$ cat src/rtl/ctrl_pkg.sv
// Shared definitions for the microcode sequencer: opcodes, state encoding,
// control-word bit positions and per-opcode instruction lengths.
package ctrl_pkg;

    typedef enum logic {
        ST_RUN    = 1'b0,
        ST_HALTED = 1'b1
    } state_t;

    // Opcodes are held at 8 bits so any legal OPCODE_W zero-extends into them.
    localparam logic [7:0] OP_NOP = 8'd0;
    localparam logic [7:0] OP_LDA = 8'd1;
    localparam logic [7:0] OP_ADD = 8'd2;
    localparam logic [7:0] OP_SUB = 8'd3;
    localparam logic [7:0] OP_STA = 8'd4;
    localparam logic [7:0] OP_LDI = 8'd5;
    localparam logic [7:0] OP_JMP = 8'd6;
    localparam logic [7:0] OP_JC  = 8'd7;
    localparam logic [7:0] OP_JZ  = 8'd8;
    localparam logic [7:0] OP_JNC = 8'd9;
    localparam logic [7:0] OP_JNZ = 8'd10;
    localparam logic [7:0] OP_OUT = 8'd14;
    localparam logic [7:0] OP_HLT = 8'd15;

    localparam int CB_HLT        = 15;
    localparam int CB_PC_INC     = 14;
    localparam int CB_PC_LOAD    = 13;
    localparam int CB_PC_EN      = 12;
    localparam int CB_MAR_LOAD   = 11;
    localparam int CB_MEM_ST     = 10;
    localparam int CB_MEM_EN     = 9;
    localparam int CB_IR_LOAD    = 8;
    localparam int CB_IR_EN      = 7;
    localparam int CB_A_LOAD     = 6;
    localparam int CB_A_EN       = 5;
    localparam int CB_B_LOAD     = 4;
    localparam int CB_ADDER_SUB  = 3;
    localparam int CB_ADDER_EN   = 2;
    localparam int CB_FLAGS_LOAD = 1;
    localparam int CB_OUT_LOAD   = 0;

    localparam int unsigned LAST_SHORT = 3;
    localparam int unsigned LAST_MEM   = 4;
    localparam int unsigned LAST_ALU   = 5;

    function automatic logic [15:0] cbit(input int idx);
        return 16'(1) << idx;
    endfunction

    function automatic int unsigned last_step_of(input logic [7:0] op);
        case (op)
            OP_LDA, OP_STA: return LAST_MEM;
            OP_ADD, OP_SUB: return LAST_ALU;
            default:        return LAST_SHORT;
        endcase
    endfunction

    function automatic logic is_defined(input logic [7:0] op);
        case (op)
            OP_NOP, OP_LDA, OP_ADD, OP_SUB, OP_STA, OP_LDI, OP_JMP,
            OP_JC, OP_JZ, OP_JNC, OP_JNZ, OP_OUT, OP_HLT: return 1'b1;
            default:                                     return 1'b0;
        endcase
    endfunction

endpackage

$ cat src/rtl/ctrl_decode.sv
// Combinational microcode ROM: (stage, opcode, flags) -> control word,
// instruction length and undefined-opcode indication.
module ctrl_decode
    import ctrl_pkg::*;
#(
    parameter int OPCODE_W = 4,
    parameter int FLAG_W   = 2,
    parameter int STAGE_W  = 3
) (
    input  logic [STAGE_W-1:0]  stage,
    input  logic [OPCODE_W-1:0] opcode,
    input  logic [FLAG_W-1:0]   flags,
    output logic [15:0]         ctrl,
    output logic [STAGE_W-1:0]  last_step,
    output logic                illegal_op
);

    logic [7:0] op;
    logic       carry;
    logic       zero;

    assign op    = 8'(opcode);
    assign carry = flags[1];
    assign zero  = flags[0];

    assign last_step  = STAGE_W'(last_step_of(op));
    assign illegal_op = !is_defined(op);

    always_comb begin
        // NOTE: default first so every path assigns ctrl and no latch is inferred.
        ctrl = '0;
        case (stage)
            STAGE_W'(0): ctrl = cbit(CB_PC_EN) | cbit(CB_MAR_LOAD);
            STAGE_W'(1): ctrl = cbit(CB_PC_INC);
            STAGE_W'(2): ctrl = cbit(CB_MEM_EN) | cbit(CB_IR_LOAD);
            STAGE_W'(3): begin
                case (op)
                    OP_LDA, OP_ADD, OP_SUB, OP_STA:
                        ctrl = cbit(CB_IR_EN) | cbit(CB_MAR_LOAD);
                    OP_LDI: ctrl = cbit(CB_IR_EN) | cbit(CB_A_LOAD);
                    OP_JMP: ctrl = cbit(CB_IR_EN) | cbit(CB_PC_LOAD);
                    OP_JC:  if (carry)  ctrl = cbit(CB_IR_EN) | cbit(CB_PC_LOAD);
                    OP_JZ:  if (zero)   ctrl = cbit(CB_IR_EN) | cbit(CB_PC_LOAD);
                    OP_JNC: if (!carry) ctrl = cbit(CB_IR_EN) | cbit(CB_PC_LOAD);
                    OP_JNZ: if (!zero)  ctrl = cbit(CB_IR_EN) | cbit(CB_PC_LOAD);
                    OP_OUT: ctrl = cbit(CB_A_EN) | cbit(CB_OUT_LOAD);
                    OP_HLT: ctrl = cbit(CB_HLT);
                    default: ;
                endcase
            end
            STAGE_W'(4): begin
                case (op)
                    OP_LDA:         ctrl = cbit(CB_MEM_EN) | cbit(CB_A_LOAD);
                    OP_ADD, OP_SUB: ctrl = cbit(CB_MEM_EN) | cbit(CB_B_LOAD);
                    OP_STA:         ctrl = cbit(CB_A_EN) | cbit(CB_MEM_ST);
                    default: ;
                endcase
            end
            STAGE_W'(5): begin
                case (op)
                    OP_ADD: ctrl = cbit(CB_ADDER_EN) | cbit(CB_A_LOAD) | cbit(CB_FLAGS_LOAD);
                    OP_SUB: ctrl = cbit(CB_ADDER_EN) | cbit(CB_A_LOAD) | cbit(CB_FLAGS_LOAD)
                                 | cbit(CB_ADDER_SUB);
                    default: ;
                endcase
            end
            default: ;
        endcase
    end

endmodule

$ cat src/rtl/ctrl_seq.sv
// Microstep sequencer: stage counter and RUN/HALTED state, updated on the
// falling edge so the datapath sees a stable control word at each rising edge.
module ctrl_seq
    import ctrl_pkg::*;
#(
    parameter int OPCODE_W   = 4,
    parameter int FLAG_W     = 2,
    parameter int MAX_STAGES = 6
) (
    input  logic                          clk,
    input  logic                          rst,
    input  logic                          run,
    input  logic                          resume,
    input  logic [FLAG_W-1:0]             flags,
    input  logic [OPCODE_W-1:0]           opcode,
    output logic [15:0]                   ctrl,
    output logic [$clog2(MAX_STAGES)-1:0] stage,
    output logic                          halted,
    output logic                          illegal
);

    localparam int STAGE_W = $clog2(MAX_STAGES);
    localparam logic [STAGE_W-1:0] STAGE_MAX = STAGE_W'(MAX_STAGES - 1);

    state_t             state, state_nx;
    logic [STAGE_W-1:0] stage_nx;
    logic               illegal_nx;
    logic [STAGE_W-1:0] dec_stage;
    logic [15:0]        dec_ctrl;
    logic [STAGE_W-1:0] last_step;
    logic               illegal_op;

    // While rst is held the datapath already sees the fetch decode.
    assign dec_stage = rst ? '0 : stage;

    ctrl_decode #(
        .OPCODE_W (OPCODE_W),
        .FLAG_W   (FLAG_W),
        .STAGE_W  (STAGE_W)
    ) u_decode (
        .stage      (dec_stage),
        .opcode     (opcode),
        .flags      (flags),
        .ctrl       (dec_ctrl),
        .last_step  (last_step),
        .illegal_op (illegal_op)
    );

    assign halted = (state == ST_HALTED);
    assign ctrl   = (halted && !rst) ? cbit(CB_HLT) : dec_ctrl;

    always_comb begin
        state_nx   = state;
        stage_nx   = stage;
        illegal_nx = illegal;
        if (run) begin
            case (state)
                ST_RUN: begin
                    if (dec_ctrl[CB_HLT]) begin
                        state_nx = ST_HALTED;
                    end else if (stage == last_step || stage == STAGE_MAX) begin
                        stage_nx = '0;
                        if (illegal_op) illegal_nx = 1'b1;
                    end else begin
                        stage_nx = stage + STAGE_W'(1);
                    end
                end
                ST_HALTED: begin
                    if (resume) begin
                        state_nx = ST_RUN;
                        stage_nx = '0;
                    end
                end
                default: ;
            endcase
        end
    end

    // NOTE: registers use non-blocking assignments so all updates land together.
    always_ff @(negedge clk) begin
        if (rst) begin
            state   <= ST_RUN;
            stage   <= '0;
            illegal <= 1'b0;
        end else begin
            state   <= state_nx;
            stage   <= stage_nx;
            illegal <= illegal_nx;
        end
    end

endmodule
$ cat config.mk
export PLATFORM = sky130hd
export DESIGN_NAME = ctrl_seq
export DESIGN_NICKNAME = d
export VERILOG_FILES = /design/src/rtl/ctrl_pkg.sv /design/src/rtl/ctrl_decode.sv /design/src/rtl/ctrl_seq.sv
export SDC_FILE = /design/constraint.sdc
export NUM_CORES = 1
export LEC_CHECK = 0
export BUFFER_PORTS_ARGS = -buffer_cell sky130_fd_sc_hd__clkbuf_2
export CORE_UTILIZATION = 44
export DETAILED_ROUTE_END_ITERATION = 8
export PLACE_DENSITY = 0.78
export SLEW_MARGIN = 20
export SYNTH_ARGS = -nofsm -noshare
export SYNTH_HDL_FRONTEND = slang
export SYNTH_HIERARCHICAL = 1
export SYNTH_SLANG_ARGS = --single-unit
$ cat constraint.sdc
create_clock -name clk -period 1.7 [get_ports clk]
set_input_delay 0.085 -clock clk [delete_from_list [all_inputs] [get_ports clk]]
set_output_delay 0.085 -clock clk [all_outputs]
set_load 0.01 [all_outputs]
==> impl_metrics.ini, run 1 <==
[run_status]
status = stopped before the end
haltStage = global routing (5_1_grt)
error = [ERROR DPL-0038] Utilization greater than 100%, impossible to legalize

[synthesis]
syn_avg_cell_area_um2 = 7.13
yosysWarnings = 6
synth_top_family_by_area = simple AND/OR/NAND/NOR gates
ys_async_sr_fraction = 0
synth_compound_area_frac = 0.190
synth_xor_area_frac = 0.0630
synth_top_area_share = 0.135
synth_fa_ha_area_frac = 0.0300
yosys.area_share.simple = 0.523
synth_nets = 129
ys.flop_type = dfxtp_1
synthMuxAreaShare = 0
synthCells = 117
synth.most_common_cell = and2_1
synthDistinctLibCells = 43
synth_edf_count = 0
yosysSeqAreaShare = 0.120
ys_top_cells_by_area = and2_1 13%, dfxtp_1 12%, nand2b_1 6.0%, a21oi_1 4.2%, xor2_1 4.2%
ys_ff_latch = 5
netlist_area_um2 = 835
synthTopCellsByCount = 18 x and2_1, 8 x nand2b_1, 7 x a21oi_1, 7 x nor2_1
synth_area_leader_cell = and2_1

[clock_tree]
h-tree-depth = 1
cts_made_buffers = 3
cts_sinks = 5
cts_hold_buf = 0
root_buffer = clkbuf_4
cts_buffer_depth = 2

[floorplan]
io_pins = 31
start_util = 0.478
die_h_um = 45.6
fp-row-count = 15
die_w_um = 45.6

[grt]
grt_max_degree = 18

[placed_design]
dp_hpwl_um = 2020
dpl_worst_slack_ps = -841
port_buffers = 30
dp.cells = 194
gp_congestion = 0.855

[sta]
worstEpCategory = primary output
postGrtWorstEndpoint = ctrl[15]
[per-stage QoR]
stage | hold WS [ps] | area [µm²]
4_1_cts | 594 | 1560
2_1_floorplan | 363 | 1010
3_3_place_gp | 495 | 1330
3_5_place_dp | 501 | 1330
[kinds of logic after synthesis]
family                     after synthesis
buffers and inverters                   12
and+or+nand+nor                         71
xor gates and xnor gates                 6
DFF                                      5
adders and majority gates                2
AOI/OAI and AO/OA                       21
[repair_timing]
item                                    in CTS
setup buffers                                8
endpoints found under the setup margin      26
gates resized for setup                     27
pin swaps                                   10
==> inputs of run 2 (changes only) <==
CORE_AREA = 2 2 63 65   (was default)
CORE_UTILIZATION = default   (was 44)
DIE_AREA = 0 0 65 67   (was default)
PLACE_DENSITY = default   (was 0.78)
PLACE_DENSITY_LB_ADDON = 0.15   (was default)
clock period = 2.21 ns   (was 1.7 ns; I/O delays follow)
==> run 2 against run 1 <==
Against the previous run:
- the flow now finishes, with violations (negative setup slack)
- synthesized area is the same
- synthesized cell count is the same
==> impl_metrics.ini, run 2 <==
[power_and_ir_drop]
power.leakage_nw = 0.733
p_total_w = 0.000500
p_sw_w = 0.000169
ir_drop_mv = 0.290
pwr-share-clk = 0.392
power_density_nw_per_um2 = 302
p_seq_frac = 0.193
power_frac_comb = 0.416
p_int_w = 0.000331
p_sw_frac = 0.339

[grt]
grt_max_degree = 17
gr-usage-met2 = 0.226
grt_usage = 0.126
grt_first_pass_wirelength_um = 4370
grt_pass1_vias = 965
grtUsageMet3 = 0.0321
grt-ovfl-total = 0
grt.met1_usage = 0.156
grt-busiest-layer = met2
grt_antenna_before_repair = 0

[cells_and_area]
area_delta_synth_final_pct = 98.7
design_area_um2 = 1660
n_antenna_cell = 0
final_common_cell = buf_4
nets = 196
drive_gt1_frac = 0.650
largest_reg_flops = 3
mostFrequentLayoutCells = 28 x buf_4, 15 x buf_6, 14 x clkbuf_2
regMostFlops = stage

[clock_tree]
root_buffer = clkbuf_8
cts_tree = done
cts_hold_buf = 0
path_clk_slew_ps = 30
cts_made_buffers = 3
h-tree-depth = 1
cts_sinks = 5
clk_latency_ps = 280
cts_buffer_depth = 2

[critical_path]
regToRegEndpoint = stage[0]
critPathBufInv = 2
critical_path.most_common_cell = buf_6
crit_chain = nor2b_4, buf_6, nand2b_4, or4_4, a21oi_2, and2_4, buf_6
reg2reg_from = stage[2]
critPathMaxFanout = 5
crit_required_ps = 2100
r2r_setup_slack_ps = 490
cp_top_family = simple AND/OR/NAND/NOR gates
cp_slowest_stage_delay_ps = 420
cp.arrival_ps = 2890
reg2regPathDepth = 8
start_kind = register
cpMaxStageDelayCell = or4_4
cp-end-kind = output port
worstSetupPathType = register to output port

[synthesis]
synth.most_common_cell = and2_1
synthDistinctLibCells = 43
ys.flop_type = dfxtp_1
synth_xor_area_frac = 0.0630
synth_top_family_by_area = simple AND/OR/NAND/NOR gates
synth_edf_count = 0
ys_ff_latch = 5
synth_compound_area_frac = 0.190
synth_top_area_share = 0.135
synth_fa_ha_area_frac = 0.0300
syn_avg_cell_area_um2 = 7.13
yosys.area_share.simple = 0.523
yosysWarnings = 6
synthMuxAreaShare = 0
ys_async_sr_fraction = 0
yosysSeqAreaShare = 0.120
ys_top_cells_by_area = and2_1 13%, dfxtp_1 12%, nand2b_1 6.0%, a21oi_1 4.2%, xor2_1 4.2%
synth_nets = 129
synth_area_leader_cell = and2_1
synthCells = 117
netlist_area_um2 = 835
synthTopCellsByCount = 18 x and2_1, 8 x nand2b_1, 7 x a21oi_1, 7 x nor2_1

[floorplan]
die_w_um = 65
fp.coreArea_um2 = 3610
io_pins = 31
die_h_um = 67
start_util = 0.231
dieArea_um2 = 4360
fp-row-count = 22

[sta]
slew_headroom = 0.824
worst_slack_ps = -787
rsz0062_at_grt = yes
hold_viol = 0
fin_tns_setup_ps = -10280
maxSlewViolCount = 0
hold_ws_ps = 560
setup_viol = 21
fin_skew_ps = 2.65
worstMarginPinSlew_ps = 264

[routing]
drt_iter0_markers = 18
drc = 0
drt_first_pass_iters = 4
ant_nets = 0
drt-total-wl_um = 2690
vias = 1026
via_per_inst = 4.44
wl_per_cell_um = 11.7

[run_status]
status = complete, but fails checks
violations = negative setup slack

[run]
cap_viol_max_count = 0

[min_path]
holdCritPathClass = register to register
min_from = illegal
whs_path_depth = 2
hold_end = illegal

[placed_design]
gp_congestion = 0.813
port_buffers = 30
postPlaceCellArea_um2 = 1360
dp_hpwl_um = 2050
## run 2: cell counts after synthesis
Identical to the previous run, type by type.
## run 2: cell families (layout without fill, tap and decap cells)
group,Yosys count,after routing
AOI/OAI and AO/OA,21,21
xor gates and xnor gates,6,6
adders and majority gates,2,2
buffers and inverters,12,78
DFF,5,5
and+or+nand+nor,71,71
## run 2: through the flow
step | util | cells | worst slack (ps)
5_1_grt | 0.460 | 231 | -860
3_3_place_gp | 0.376 | 217 | -513
6_report | 0.460 | 231 | -787
4_1_cts | 0.425 | 229 | -812
2_1_floorplan | - | 117 | -422
3_5_place_dp | 0.376 | 217 | -558
## run 2: how the worst max path moves through the flow
stage / from / to / slack, ps / cells after the start
floorplan: opcode[2] / stage[0] / -420 / 8
global placement: stage[2] / ctrl[9] / -510 / 7
detailed placement: rst / stage[2] / -560 / 9
CTS: stage[2] / ctrl[9] / -810 / 7
global route: stage[2] / ctrl[5] / -860 / 7
finish: stage[2] / ctrl[9] / -790 / 7
## run 2: power by group through the flow
stage / Clock (W) / Combinational, W / Sequential (W)
final: 0.000196 / 0.000208 / 0.0000963
after global routing: 0.000218 / 0.000225 / 0.0000965
after CTS: 0.000204 / 0.000196 / 0.0000963
after detailed placement: 0.0000167 / 0.000176 / 0.0000966
after global placement: 0.0000167 / 0.000175 / 0.0000964
after floorplan: 0.0000167 / 0.000105 / 0.000103
## run 2: tightest hold or removal path, cell delays in order, from the launching register on
cell,delay (ps)
dfxtp_1,320
nor2_1,140
nor3_2,50
## run 2: what timing repair did
item | in CTS | in global routing
setup buffers | 4 | 2
pin swaps | 16 | 15
setup endpoints to repair | 21 | 21
gates resized for setup | 19 | 37
## run 2: per-layer routing
layer / part of all wire / up-vias
li1: - / 544
met4: 0 / 0
met1: 0.45 / 459
met5: 0 / -
met2: 0.51 / 23
met3: 0.040 / 0
## run 2: layout make-up
cell class | count | area [µm²]
clock buffer | 3 | 41.3
multi-input combinational | 100 | 888
clock inverter | 6 | 22.5
timing repair buffer | 66 | 514
sequential | 5 | 115
inverter | 3 | 16.3
fill | 370 | 1950
tap | 48 | 60.1
Note: power is estimated with default switching activity, not from simulation.
